**config.mk**
```make
export PLATFORM = sky130hd
export DESIGN_NAME = mux_n_hs
export DESIGN_NICKNAME = d
export VERILOG_FILES = /design/src/rtl/mux_pkg.sv /design/src/rtl/mux_n_hs_rr_arbiter.sv /design/src/rtl/mux_n_hs.sv
export SDC_FILE = /design/constraint.sdc
export NUM_CORES = 1
export LEC_CHECK = 0
export ABC_AREA = 0
export BUFFER_PORTS_ARGS = -buffer_cell sky130_fd_sc_hd__buf_2
export CAP_MARGIN = 20
export CORE_MARGIN = 1
export CORE_UTILIZATION = 48
export CTS_BUF_LIST = sky130_fd_sc_hd__clkbuf_4
export CTS_CLUSTER_DIAMETER = 120
export CTS_CLUSTER_SIZE = 8
export DETAILED_ROUTE_END_ITERATION = 7
export GPL_TIMING_DRIVEN = 0
export MAX_ROUTING_LAYER = met4
export PLACE_DENSITY = 0.87
export SYNTH_ARGS = -nofsm -noshare
export SYNTH_HDL_FRONTEND = slang
export SYNTH_SLANG_ARGS = --single-unit
export TNS_END_PERCENT = 30
```
**constraint.sdc**
```tcl
create_clock -name clk -period 6.15 [get_ports clk]
set_input_delay 1.23 -clock clk [delete_from_list [all_inputs] [get_ports clk]]
set_output_delay 1.23 -clock clk [all_outputs]
set_load 0.02 [all_outputs]
```
**src/rtl/mux_pkg.sv**
```systemverilog
// Shared definitions for the handshaked N-input multiplexer and its round-robin arbiter.
package mux_pkg;

    localparam logic MODE_DIRECT = 1'b0;
    localparam logic MODE_RR     = 1'b1;

    // Cyclic successor of idx in 0..n-1.
    function automatic int unsigned next_idx(input int unsigned idx, input int unsigned n);
        return (idx >= n - 1) ? 0 : idx + 1;
    endfunction

endpackage

```
**src/rtl/mux_n_hs_rr_arbiter.sv**
```systemverilog
// Round-robin arbiter: cyclic priority search starting at ptr, ptr moves past the winner on advance.
module rr_arbiter_n
    import mux_pkg::*;
#(
    parameter int N_IN  = 7,
    parameter int SEL_W = $clog2(N_IN)
) (
    input  logic             clk,
    input  logic             reset,
    input  logic [N_IN-1:0]  req,
    input  logic             advance,
    output logic [SEL_W-1:0] grant_idx,
    output logic             grant_vld
);

    logic [SEL_W-1:0] ptr;
    int unsigned      idx;

    always_comb begin
        grant_idx = '0;
        grant_vld = 1'b0;
        idx       = 0;
        for (int k = 0; k < N_IN; k++) begin
            idx = int'(ptr) + k;
            if (idx >= N_IN) begin
                idx = idx - N_IN;
            end
            if (!grant_vld && req[SEL_W'(idx)]) begin
                grant_vld = 1'b1;
                grant_idx = SEL_W'(idx);
            end
        end
    end

    always_ff @(posedge clk) begin
        if (reset) begin
            ptr <= '0;
        end else if (advance && grant_vld) begin
            ptr <= SEL_W'(next_idx(int'(grant_idx), N_IN));
        end
    end

endmodule

```
**src/rtl/mux_n_hs.sv**
```systemverilog
// N-input registered multiplexer with valid/ready on every channel; direct-select or round-robin grant.
module mux_n_hs
    import mux_pkg::*;
#(
    parameter int DATA_W = 32,
    parameter int N_IN   = 7,
    parameter int SEL_W  = $clog2(N_IN)
) (
    input  logic                   clk,
    input  logic                   reset,
    input  logic                   mode,
    input  logic [SEL_W-1:0]       selector,
    input  logic [N_IN*DATA_W-1:0] in_data,
    input  logic [N_IN-1:0]        in_valid,
    output logic [N_IN-1:0]        in_ready,
    output logic [DATA_W-1:0]      data_out,
    output logic                   out_valid,
    input  logic                   out_ready,
    output logic [SEL_W-1:0]       out_src
);

    localparam logic [SEL_W:0] N_IN_L = (SEL_W + 1)'(N_IN);

    logic [DATA_W-1:0] ch [N_IN];
    logic [SEL_W-1:0]  rr_idx;
    logic [SEL_W-1:0]  dir_idx;
    logic [SEL_W-1:0]  g;
    logic              rr_vld;
    logic              granted;
    logic              can_accept;
    logic              transfer;
    logic              rr_advance;

    always_comb begin
        for (int i = 0; i < N_IN; i++) begin
            ch[i] = in_data[i*DATA_W +: DATA_W];
        end
    end

    rr_arbiter_n #(
        .N_IN  (N_IN),
        .SEL_W (SEL_W)
    ) u_arb (
        .clk       (clk),
        .reset     (reset),
        .req       (in_valid),
        .advance   (rr_advance),
        .grant_idx (rr_idx),
        .grant_vld (rr_vld)
    );

    // Unused selector codes fold onto channel 0 so every code names exactly one channel.
    assign dir_idx    = ({1'b0, selector} < N_IN_L) ? selector : '0;
    assign g          = (mode == MODE_RR) ? rr_idx : dir_idx;
    assign granted    = (mode == MODE_RR) ? rr_vld : 1'b1;
    assign can_accept = !out_valid || out_ready;

    always_comb begin
        in_ready = '0;
        if (can_accept && granted && !reset) begin
            in_ready[g] = 1'b1;
        end
    end

    assign transfer   = in_valid[g] && in_ready[g];
    assign rr_advance = transfer && (mode == MODE_RR);

    always_ff @(posedge clk) begin
        if (reset) begin
            data_out  <= '0;
            out_src   <= '0;
            out_valid <= 1'b0;
        end else if (transfer) begin
            data_out  <= ch[g];
            out_src   <= g;
            out_valid <= 1'b1;
        end else if (out_ready) begin
            out_valid <= 1'b0;
        end
    end

endmodule

```
## Word level (Yosys, flattened, before mapping)

Index checks and enable logic that the tools add are counted.

| storage, ports and cells | value |
|---|---|
| latch bits | 0 |
| flip-flop bits (word level) | 39 |
| memory bits (writable) | 0 |
| logic and storage cells | 111 |
| memories | 0 |
| bits in read-only memories | 0 |
| input bits | 238 |

| cells by class | value |
|---|---|
| reductions and logical operators | 22 |
| shift operators | 0 |
| muxes and demuxes | 51 |
| divide/modulo/power cells | 0 |
| bitwise logic cells | 1 |
| $add $sub $neg | 14 |
| multiply operators | 0 |
| equal/unequal tests | 0 |
| $lt $le $gt $ge | 19 |

Operators with widths:

| operator | number |
|---|---|
| $bmux W32 S3 | 1 |
| $mux W32 | 2 |
| $mux W3 | 17 |
| $lt A3 B4 Y1 const B | 8 |
| $bmux W1 S3 | 9 |
| $ge A4 B3 Y1 const B | 6 |
| $sub A3 B3 Y3 const B | 7 |
| $mux W1 | 20 |
| $add A3 B3 Y4 const B | 3 |
| $logic_and A1 B1 Y1 | 12 |
| $add A3 B2 Y4 const B | 2 |
| $logic_not A1 Y1 | 8 |
| $mux W7 | 1 |
| $ge A3 B3 Y1 const B | 2 |
| $add A3 B1 Y4 const B | 1 |
| $ge A4 B4 Y1 const B | 1 |
| $not A3 Y4 | 1 |
| $add A3 B1 Y3 const B | 1 |
| $demux W1 S3 | 1 |
| $ge A3 B1 Y1 const B | 1 |
| $lt A3 B3 Y1 const B | 1 |
| $reduce_bool A2 Y1 | 1 |
| $logic_or A1 B1 Y1 | 1 |

## Longest topological paths before layout

Gate-level depths: netlist (run 1).

| depth | value |
|---|---|
| depth in word-level cells | 34 |
| depth in mapped cells | 21 |
| depth with buffers taken out | 17 |

## Cells and area by module

A second synthesis (run 1) with hierarchy kept.

| unflattened totals | value |
|---|---|
| cells, all modules | 708 |
| area, all modules | 5471.5 um^2 |

Modules (own cells, without submodules):

| module | area an instance (um^2) | instances | cells an instance |
|---|---|---|---|
| mux_n_hs | 3310.7 | 1 | 423 |
| rr_arbiter_n | 2160.8 | 1 | 285 |

## Least setup slack after synthesis (run 1)

No wires, ideal clock.

| path | value |
|---|---|
| kind | register -> output |
| start point | reg u_arb.ptr[1] |
| end point | out in_ready[0] |
| cell stages (with the launch flop) | 17 |
| path slack | 0.346 ns |
| arrival | 4.574 ns |
| path through | dfxtp_1 > clkbuf_1 > inv_1 > ha_1 > inv_1 > fa_1 > clkbuf_1 > nor2b_1 > a311o_1 > a21oi_1 > o2111ai_2 > or4_1 > a21oi_2 > o31ai_2 > buf_2 > buf_2 > nor3_1 |

| between the ends | value |
|---|---|
| longest elaborated chain between the ends | 29 |

RTL lines:

| element | RTL line | RTL |
|---|---|---|
| start: declaration | mux_n_hs_rr_arbiter.sv:16 | `logic [SEL_W-1:0] ptr;` |
| start signal: assignment | mux_n_hs_rr_arbiter.sv:39 | `ptr <= SEL_W'(next_idx(int'(grant_idx), N_IN));` |
| branches (longest 28 deep; another with $add A3 B1 Y4) | - |  |
| $mux W7 (*) | mux_n_hs.sv:60 | `if (can_accept && granted && !reset) begin` |
| end: declaration | mux_n_hs.sv:15 | `output logic [N_IN-1:0] in_ready,` |

Mark *: on every way between the ends. The select of a mux whose other input is x is not followed.

## Worst setup path after layout (run 1)

| path | value |
|---|---|
| start point | reg u_arb.ptr[1] |
| end point | out in_ready[2] |

Same word-level chain as after synthesis.

==> results.md, run 1 <==
- Status: finished, final reports clean
- CTS tree: built
- Clock slew at reported path FFs: 130 ps
- Die span in y: 109 um
- Synthesis Warnings: 0
- Initial antenna violation count: 18
- GPL Wtd Cong: 1.00
- Ratio of cells with drive above 1 in the final layout: 39.0%
- Most common cell in the netlist: mux2i_1
- RSZ-0062 raised after global routing: false
- Reg2reg setup slack: 490 ps
- Synth area leader: mux2i_1
- Total global-route track usage: 40.9%
- Critical Path AT: 4800 ps
- Vias in the first global route: 6,691
- CP Launch Type: flip-flop
- Root buf cell: clkbuf_4
- DR pass1 iterations: 7
- Endpoint class of the critical path: output pin
- Fin Setup TNS: 0 ps
- Clock Path Buffers: 2
- Synth top area share: 20.6%
- Asr flop ratio synth: 0%
- Slew Viols, Final: 0
- Sequential fraction of the synthesis area: 14.2%
- Rel. slew slack: 46.1%
- Setup ws final: 118 ps
- WL/cell: 20.9 um
- Number of synthesized flops with an enable pin: 0
- Layout area overhead: 33.2%
- Max Cap Viol: 0
- Core ar.: 11,000 um2
- Critical setup path kind: reg2out
- DRC Markers: 0
- Die width: 109 um
- Floorplan row count: 38
- Final min period: 6030 ps
- Utilization after layout: 66.6%
- Synth area leaders: mux2i_1 (21%), dfxtp_1 (14%), a211oi_2 (7.5%), a21oi_1 (5.2%), o21ai_0 (4.5%)
- Num CTS Buffers: 5
- Io pins: 281
- Peak VDD IR: 330 uV
- H-tree levels: 2
- Synthesized net count: 964
- Worst path required time: 4920 ps
- DR iter-0 viols: 811
- Min-Delay Path Class: reg2reg
- Gr ovfl total: 0
- Placed wire-length estimate: 19.4 mm
- Die footprint: 11,900 um2
- PortBufs: 278
- Ratio of final minimum period to clock period: 98.1%
- Syn avg cell area: 7.73 um2
- Max Freq: 166 MHz
- Hold_buf cts: 0
- Clock sink count: 39
- Pwr/cell area: 566 nW/um2
- Top FF cell, synth: dfxtp_1
- Final antenna-violating net count: 0
- Post-synthesis register bit count: 39
- Vias/cell: 6.23
- Final-stage net count: 1,252
- Synth top cells by count: mux2i_1 (113), nand2_1 (64), a21oi_1 (57)
- Synth cell types: 85
- P_leak: 3.38 nW
- Crit path max fanout: 10
- Via count: 7,223
- Routed WL: 24.3 mm
- Setup Skew: 11.6 ps
- Largest net degree at the start of global routing: 20
- Worst Tran Pin Value: 809 ps
- Initial Utilization: 50.0%
- First-pass GRT wire length: 35.7 mm
- Mapped Cells: 710
- Clock Latency Late Sink: 360 ps
- Pre-CTS setup slack: -743 ps
- Final hold vios: 0
- Mapped cell area: 5490 um2
- Setup-failing EPs final: 0
-- critical path, cell delays in order, from the launching register on --
cell and delay [ps]:
dfxtp_4 430, buf_4 220, clkinvlp_4 160, ha_1 220, inv_1 80, fa_2 470, nor2b_1 170, a311o_1 430
a21oi_4 210, a2111oi_0 110, mux2_2 290, a21boi_1 220, o211ai_1 200, and2_2 260, a21o_1 250, or2_2 350
nor3_1 170, buf_2 200
-- repair_timing --
item,in CTS,in global routing
pin swaps,1,3
resized for setup,15,14
buffers inserted,4,3
endpoints found under the setup margin,27,30
-- cells by family after synthesis --
| group | synth area share [%] |
|---|---|
| AOI/OAI and AO/OA | 34.9 |
| and+or+nand+nor | 16.9 |
| muxes | 21.6 |
| buffers and inverters | 6.65 |
| DFF | 14.2 |
| adders and majority gates | 3.78 |
| xor gates and xnor gates | 1.89 |
-- path summary, 6_finish.rpt --
kind | startpoint | cells past startpoint | to
min reg2reg | out_src[0]$_SDFFE_PP0P_ | 2 | out_src[0]$_SDFFE_PP0P_
max | u_arb.ptr[1]$_SDFFE_PP0P_ | 17 | in_ready[2]
max reg2reg | u_arb.ptr[1]$_SDFFE_PP0P_ | 21 | data_out[24]$_SDFFE_PP0P_
min | out_src[0]$_SDFFE_PP0P_ | 2 | out_src[0]$_SDFFE_PP0P_
-- through the flow --
stage | instances | hold slack (ps) | total power, mW | cell area, um2
after global routing | 1157 | 540 | 4.43 | 7310
after floorplan | 710 | 570 | 2.95 | 5490
after global placement | 1128 | 489 | 3.71 | 7060
final | 1159 | 514 | 4.14 | 7320
after CTS | 1138 | 512 | 3.98 | 7200
after detailed placement | 1128 | 497 | 3.76 | 7060
-- cells in the final DEF (no fill, tap or decap), types with 3 or more instances in the layout --
cell          n
a21oi_1      56
nand2b_1     11
diode_2      20
or2_2         4
and2_1        3
a211oi_1      4
clkbuf_1     27
buf_6         3
mux2i_1     112
o211ai_1      9
buf_1         3
buf_4        18
clkinvlp_4    3
a31oi_1       7
a21o_1        3
buf_2       291
nor2_1       56
clkbuf_4      6
ha_1         15
a22oi_1      32
a21boi_1      4
a311o_1       3
nor3_1        9
inv_1        14
nor2b_1       9
dfxtp_1      38
and3_1        7
o21a_1        3
o21ai_0      49
nand2_1      63
nand3_1       9
o2bb2ai_1     6
a2111oi_0     3
a2bb2oi_1     3
mux2_2        3
xnor2_1       4
a211oi_2     33
nand3b_1      5
-- power breakdown --
part / leakage (nW) / internal (mW) / switching, mW
combinational: 3.03 / 1.40 / 2.22
clock: 0.0318 / 0.0487 / 0.0977
sequential: 0.321 / 0.328 / 0.0521
total: 3.38 / 1.77 / 2.37
-- layer usage --
layer | vias up | track usage, % | wire (um)
met5 | - | - | 0
met4 | 0 | 31.2 | 1840
met3 | 123 | 5.62 | 1990
met2 | 496 | 65.5 | 11500
met1 | 3343 | 46.1 | 8920
li1 | 3261 | - | -
-- state kept, by name (all words and copies together) (netlist names) --
name,flops
data_out,32
out_src,3
out_valid,1
u_arb.ptr,3
-- area by class of cell --
class,count,area [um2]
Sequential cell,39,785
Tap cell,140,175
Clock inverter,2,12.5
Fill cell,997,3670
Antenna cell,20,50.0
Inverter,17,71.3
Clock buffer,6,45.0
Buffer,58,299
Timing Repair Buffer,285,1440
Multi-Input combinational cell,592,4430
Power figures use the tool's default switching activity.
==> run 2: changes to the inputs <==
--- a/config.mk
+++ b/config.mk
@@ -6,7 +6,7 @@
 export NUM_CORES = 1
 export LEC_CHECK = 0
 export ABC_AREA = 0
-export BUFFER_PORTS_ARGS = -buffer_cell sky130_fd_sc_hd__buf_2
+export BUFFER_PORTS_ARGS = -buffer_cell sky130_fd_sc_hd__clkbuf_2
 export CAP_MARGIN = 20
 export CORE_MARGIN = 1
 export CORE_UTILIZATION = 48
@@ -17,6 +17,7 @@
 export GPL_TIMING_DRIVEN = 0
 export MAX_ROUTING_LAYER = met4
 export PLACE_DENSITY = 0.87
+export SKIP_CTS_REPAIR_TIMING = 1
 export SYNTH_ARGS = -nofsm -noshare
 export SYNTH_HDL_FRONTEND = slang
 export SYNTH_SLANG_ARGS = --single-unit
==> results.md, run 2 (same netlist as run 1, synthesis figures left out) <==
- Status: finished, final reports clean
- Most frequent CP cell: buf_4
- Layout area overhead: 32.7%
- Min-delay src: out_src[0]$_SDFFE_PP0P_
- Gr ovfl total: 0 (unchanged)
- Initial antenna violation count: 17 (-1)
- Worst reg2reg path endpoint: data_out[19]$_SDFFE_PP0P_
- Final-stage net count: 1,248 (-0.32%)
- Reg2reg setup slack: 800 ps (+310 ps)
- Critical-path cell list: buf_4 -> clkinvlp_4 -> buf_4 -> ha_1 -> buf_4 -> clkinvlp_4 -> xnor2_2 -> o21ai_1 -> o22ai_2 -> o2111ai_4 -> nor4_4 -> and3_1 -> o21ba_2 -> nand2_2 -> buf_4 -> buf_2 -> nor3_1 -> clkbuf_2
- Clock sink count: 39 (unchanged)
- Critical setup path kind: reg2out
- Pwr/cell area: 567 nW/um2 (+0.27%)
- PortBufs: 278 (unchanged)
- Max Freq: 167 MHz (+0.77%)
- H-tree levels: 2 (unchanged)
- DR iter-0 viols: 755 (-6.9%)
- Ratio of final minimum period to clock period: 97.3% (-0.75 points)
- Max reg flops: 32 (unchanged)
- Io pins: 281 (unchanged)
- Die footprint: 11,900 um2 (unchanged)
- Total global-route track usage: 40.3% (-0.61 points)
- R2R depth: 19 (-9.5%)
- Final min period: 5990 ps (-46.2 ps)
- Num CTS Buffers: 5 (unchanged)
- Largest stage delay, worst path: 420 ps (-50 ps)
- Endpoint class of the critical path: output pin
- Total Power: 4.14 mW (-0.11%)
- Top reg by flops: data_out
- Most frequent cells in the layout: clkbuf_2 (279), mux2i_1 (112), nand2_1 (63)
- Initial Utilization: 50.0% (unchanged)
- Core ar.: 11,000 um2 (unchanged)
- CTS tree: built
- WL/cell: 20.9 um (-0.14%)
- Crit path max fanout: 10 (unchanged)
- Post-route design area: 7290 um2 (-0.38%)
- Die width: 109 um (unchanged)
- GPL Wtd Cong: 0.980 (-2.0%)
- Routed WL: 24.1 mm (-0.75%)
- RR Startpoint: u_arb.ptr[1]$_SDFFE_PP0P_
- Root buf cell: clkbuf_4
- DR pass1 iterations: 5 (-2)
- Clock Path Buffers: 2 (unchanged)
- Die span in y: 109 um (unchanged)
- Multi-input combinational cell area: 4420 um2 (-0.34%)
- CP Launch Type: flip-flop
- DRC Markers: 0 (unchanged)
- Final antenna-violating net count: 0 (unchanged)
- Critical Path Sink: in_ready[0]
- Placed Area: 7060 um2 (unchanged)
- Placed wire-length estimate: 19.5 mm (+0.49%)
- Setup Skew: 19.0 ps (+7.44 ps)
- RSZ-0062 raised after global routing: true
- Most common cell after layout, fill and taps aside: clkbuf_2
- Sequential cell area: 785 um2 (unchanged)
- Min-Delay Path Class: reg2reg
- Final hold vios: 0 (unchanged)
- CP startpoint: u_arb.ptr[1]$_SDFFE_PP0P_
- Floorplan row count: 38 (unchanged)
- Peak VDD IR: 268 uV (-19%)
- Largest net degree at the start of global routing: 14 (-30%)
- Max Cap Viol: 0 (unchanged)
- Clock Latency Late Sink: 360 ps (about the same)
- Rel. slew slack: 38.6% (-7.5 points)
- P_leak: 3.40 nW (+0.47%)
- Ratio of cells with drive above 1 in the final layout: 38.8% (-0.25 points)
- Worst path required time: 4920 ps (about the same)
- Vias in the first global route: 6,521 (-2.5%)
- Via count: 7,056 (-2.3%)
- Vias/cell: 6.13 (-1.7%)
- Largest registers: data_out: 32 flops, out_src: 3 flops, u_arb.ptr: 3 flops
- Fillers: 1,024 (+2.7%)
- Worst Tran Pin Value: 922 ps (+113 ps)
- Slowest CP cell: dfxtp_4
- Clock slew at reported path FFs: 120 ps (about the same)
- First-pass GRT wire length: 34.8 mm (-2.3%)
- Slew Viols, Final: 0 (unchanged)
- Fin Setup TNS: 0 ps (unchanged)
- Setup-failing EPs final: 0 (unchanged)
- Critical Path AT: 4760 ps (-40 ps)
-- run 2: final cells by class --
cell class	count	share of cell area (%)
Antenna cell	17	0.584
Inverter	17	0.979
Clock inverter	3	0.601
Clock buffer	5	0.515
Buffer	58	4.12
Timing Repair Buffer	281	19.4
Sequential cell	39	10.8
Tap cell	140	2.40
Multi-Input combinational cell	592	60.6
-- run 2: report_power, final --
part	internal [mW]	switching, mW	leakage (nW)
Clock	0.0856	0.0986	0.0453
Sequential	0.328	0.0521	0.321
Combinational	1.36	2.21	3.03
-- run 2: worst max-delay path: cells and delay by family (launching register included) --
family / cells / cell delay [ps]
compound gates: 4 / 890
xor+xnor: 1 / 300
fa+ha+maj: 1 / 270
buf+inv: 8 / 1600
flops: 1 / 420
simple gates: 4 / 930
-- run 2: worst min-delay path by stage --
| stage | cells after the start | end | slack [ps] |
|---|---|---|---|
| final | 2 | out_src[0]$_SDFFE_PP0P_ | 530 |
| after global routing | 2 | data_out[14]$_SDFFE_PP0P_ | 560 |
| after CTS | 2 | out_src[0]$_SDFFE_PP0P_ | 530 |
| after detailed placement | 2 | out_src[0]$_SDFFE_PP0P_ | 510 |
| after global placement | 2 | out_src[0]$_SDFFE_PP0P_ | 490 |
| after floorplan | 2 | out_src[0]$_SDFFE_PP0P_ | 570 |
-- run 2: metrics by stage --
step | hold WS, ps | cells | setup slack, ps | utilization [%]
after detailed placement | 509 | 1128 | -696 | 64.3
final | 530 | 1152 | 164 | 66.4
after floorplan | 570 | 710 | 346 | -
after global placement | 493 | 1128 | -687 | 64.3
after global routing | 557 | 1152 | -40.8 | 66.4
after CTS | 527 | 1136 | -1120 | 65.0
-- run 2: layer usage --
| metal | global-route usage (%) | up-vias | share of wire, % |
|---|---|---|---|
| met3 | 5.56 | 111 | 7.3 |
| met1 | 46.3 | 3262 | 37 |
| met4 | 33.6 | 0 | 8.3 |
| li1 | - | 3249 | - |
| met5 | - | - | 0 |
| met2 | 62.1 | 434 | 47 |
==> run 3: changes to the inputs <==
--- a/config.mk
+++ b/config.mk
@@ -9,14 +9,14 @@
 export BUFFER_PORTS_ARGS = -buffer_cell sky130_fd_sc_hd__clkbuf_2
 export CAP_MARGIN = 20
 export CORE_MARGIN = 1
-export CORE_UTILIZATION = 48
-export CTS_BUF_LIST = sky130_fd_sc_hd__clkbuf_4
+export CORE_UTILIZATION = 47
+export CTS_BUF_LIST = sky130_fd_sc_hd__clkbuf_4 sky130_fd_sc_hd__clkbuf_8 sky130_fd_sc_hd__clkbuf_16
 export CTS_CLUSTER_DIAMETER = 120
 export CTS_CLUSTER_SIZE = 8
 export DETAILED_ROUTE_END_ITERATION = 7
 export GPL_TIMING_DRIVEN = 0
 export MAX_ROUTING_LAYER = met4
-export PLACE_DENSITY = 0.87
+export PLACE_DENSITY = 0.85
 export SKIP_CTS_REPAIR_TIMING = 1
 export SYNTH_ARGS = -nofsm -noshare
 export SYNTH_HDL_FRONTEND = slang
==> results.md, run 3 (same netlist as run 1, synthesis figures left out) <==
- Fillers: 1,075 (+5.0%)
- Via count: 7,125 (+0.98%)
- Min Hold Slack: 512 ps (-17.9 ps)
- Total global-route track usage: 39.0% (-1.3 points)
- Final antenna-violating net count: 0 (unchanged)
- Slew Viols, Final: 0 (unchanged)
- Total Power: 4.21 mW (+1.9%)
- Setup-failing EPs final: 0 (unchanged)
- Clock Path Buffers: 2 (unchanged)
- Num CTS Buffers: 5 (unchanged)
- Worst Tran Pin Value: 834 ps (-87.5 ps)
- Largest registers: data_out: 32 flops, out_src: 3 flops, u_arb.ptr: 3 flops
- Min-Delay Path Class: reg2reg
- Final hold vios: 0 (unchanged)
- Critical-path cell list: buf_4 -> clkinvlp_4 -> ha_1 -> inv_1 -> fa_2 -> nor2b_1 -> a311o_1 -> a21oi_4 -> a2111oi_0 -> mux2_2 -> a21boi_0 -> o211ai_1 -> and2_1 -> a21o_1 -> or2_2 -> nor3_1 -> buf_2
- Ratio of final minimum period to clock period: 98.1% (+0.76 points)
- PortBufs: 278 (unchanged)
- Top reg by flops: data_out
- RR Startpoint: u_arb.ptr[1]$_SDFFE_PP0P_
- Setup ws final: 117 ps (-46.9 ps)
- Peak VDD IR: 297 uV (+11%)
- Slowest CP cell: fa_2
- GPL Wtd Cong: 0.982 (+0.20%)
- Layout area overhead: 34.2%
- Clock slew at reported path FFs: 70 ps (-50 ps)
- Rel. slew slack: 44.4% (+5.8 points)
- Placed Area: 7060 um2 (about the same)
- DR pass1 iterations: 6 (+1)
- DRC Markers: 0 (unchanged)
- Most frequent cells in the layout: clkbuf_2 (277), mux2i_1 (113), nand2_1 (63)
- Sequential cell area: 785 um2 (unchanged)
- Multi-input combinational cell area: 4400 um2 (-0.40%)
- Final min period: 6030 ps (+46.9 ps)
- Status: finished, final reports clean
- Buf+Inv Stages, Crit Path: 4 (-4)
- CTS tree: built
- Largest net degree at the start of global routing: 15 (+1)
- Critical Path AT: 4800 ps (+40 ps)
- Crit path max fanout: 10 (unchanged)
- Io pins: 281 (unchanged)
- Utilization after layout: 64.5% (-1.8 points)
- Gr ovfl total: 0 (unchanged)
- Die width: 110 um (+1.0%)
- Pwr/cell area: 572 nW/um2 (+0.75%)
- Max Cap Viol: 0 (unchanged)
- Initial antenna violation count: 12 (-5)
- Root buf cell: clkbuf_16
- Placed wire-length estimate: 19.3 mm (-0.95%)
- Max Freq: 166 MHz (-0.78%)
- Fin Setup TNS: 0 ps (unchanged)
- Endpoint class of the critical path: output pin
- Vias in the first global route: 6,410 (-1.7%)
- Setup Skew: 7.56 ps (-11.5 ps)
- Vias/cell: 6.17 (+0.80%)
- H-tree levels: 2 (unchanged)
- Placed insts: 1,131 (+0.27%)
- First-pass GRT wire length: 34.2 mm (-2.0%)
- Critical path's top delay family: compound AO/OA/AOI/OAI gates
- Die footprint: 12,100 um2 (+2.1%)
- DR iter-0 viols: 700 (-7.3%)
- WL/cell: 20.8 um (-0.73%)
- Post-route design area: 7370 um2 (+1.1%)
- P_leak: 3.45 nW (+1.4%)
- CP Launch Type: flip-flop
- Pre-CTS setup slack: -712 ps (-15.8 ps)
- Clock sink count: 39 (unchanged)
- Critical setup path kind: reg2out
- Floorplan row count: 39 (+2.6%)
- Min-delay src: out_src[0]$_SDFFE_PP0P_
- CP startpoint: u_arb.ptr[1]$_SDFFE_PP0P_
- Die span in y: 110 um (+1.0%)
- Max reg flops: 32 (unchanged)
- Final-stage net count: 1,250 (+0.16%)
- Fin cells: 1,154 (+0.17%)
- Routed WL: 23.9 mm (-0.56%)
- Largest stage delay, worst path: 460 ps (+40 ps)
- Core ar.: 11,400 um2 (+4.0%)
- Initial Utilization: 48.1% (-1.9 points)
- Clock Latency Late Sink: 290 ps (-70 ps)
- Ratio of cells with drive above 1 in the final layout: 38.7% (-0.078 points)
- Most common cell after layout, fill and taps aside: clkbuf_2
- Worst path required time: 4920 ps (about the same)
-- run 3: changes by cell type in the layout (fill, tap and decap cells not counted), moves of 2 or more --
| cell | before | now |
|---|---|---|
| clkbuf_4 | 5 | 1 |
| buf_2 | 14 | 16 |
| clkbuf_2 | 279 | 277 |
| buf_4 | 14 | 16 |
| clkbuf_16 | 0 | 5 |
| diode_2 | 17 | 14 |
-- run 3: worst min-delay path: stages, from the launching register on --
cell and delay (ps):
dfxtp_1 310, nor2_1 100, a211oi_1 50
-- run 3: report_power, final --
part,leakage (nW),total [mW],switching [mW],internal (mW)
clock network,0.0845,0.311,0.117,0.194
logic,3.04,3.52,2.17,1.35
registers,0.321,0.381,0.0529,0.328
total,3.45,4.21,2.34,1.87
-- run 3: final timing paths --
kind | cells after the start | endpoint | slack, ps
worst min-delay path | 2 | out_src[0]$_SDFFE_PP0P_ | 510
worst max register to register | 19 | data_out[6]$_SDFFE_PP0P_ | 700
worst max-delay path | 17 | in_ready[2] | 120
worst min register to register | 2 | out_src[0]$_SDFFE_PP0P_ | 510
-- run 3: cell type report --
type                    instances  share of cell area [%]
multi-input cells             592                    59.7
repair buffers                283                    19.4
flip-flops and latches         39                    10.6
plain buffers                  58                    4.02
well taps                     143                    2.43
clock buffers                   5                    1.70
inverters                      17                   0.968
clock inverters                 3                   0.645
diodes                         14                   0.475
-- run 3: routing by layer --
| layer | vias to the layer above | wire length, um | track usage, % |
|---|---|---|---|
| li1 | 3263 | - | - |
| met1 | 3347 | 9020 | 45.8 |
| met2 | 426 | 11400 | 61.9 |
| met3 | 89 | 1770 | 3.76 |
| met4 | 0 | 1720 | 28.8 |
| met5 | - | 0 | - |
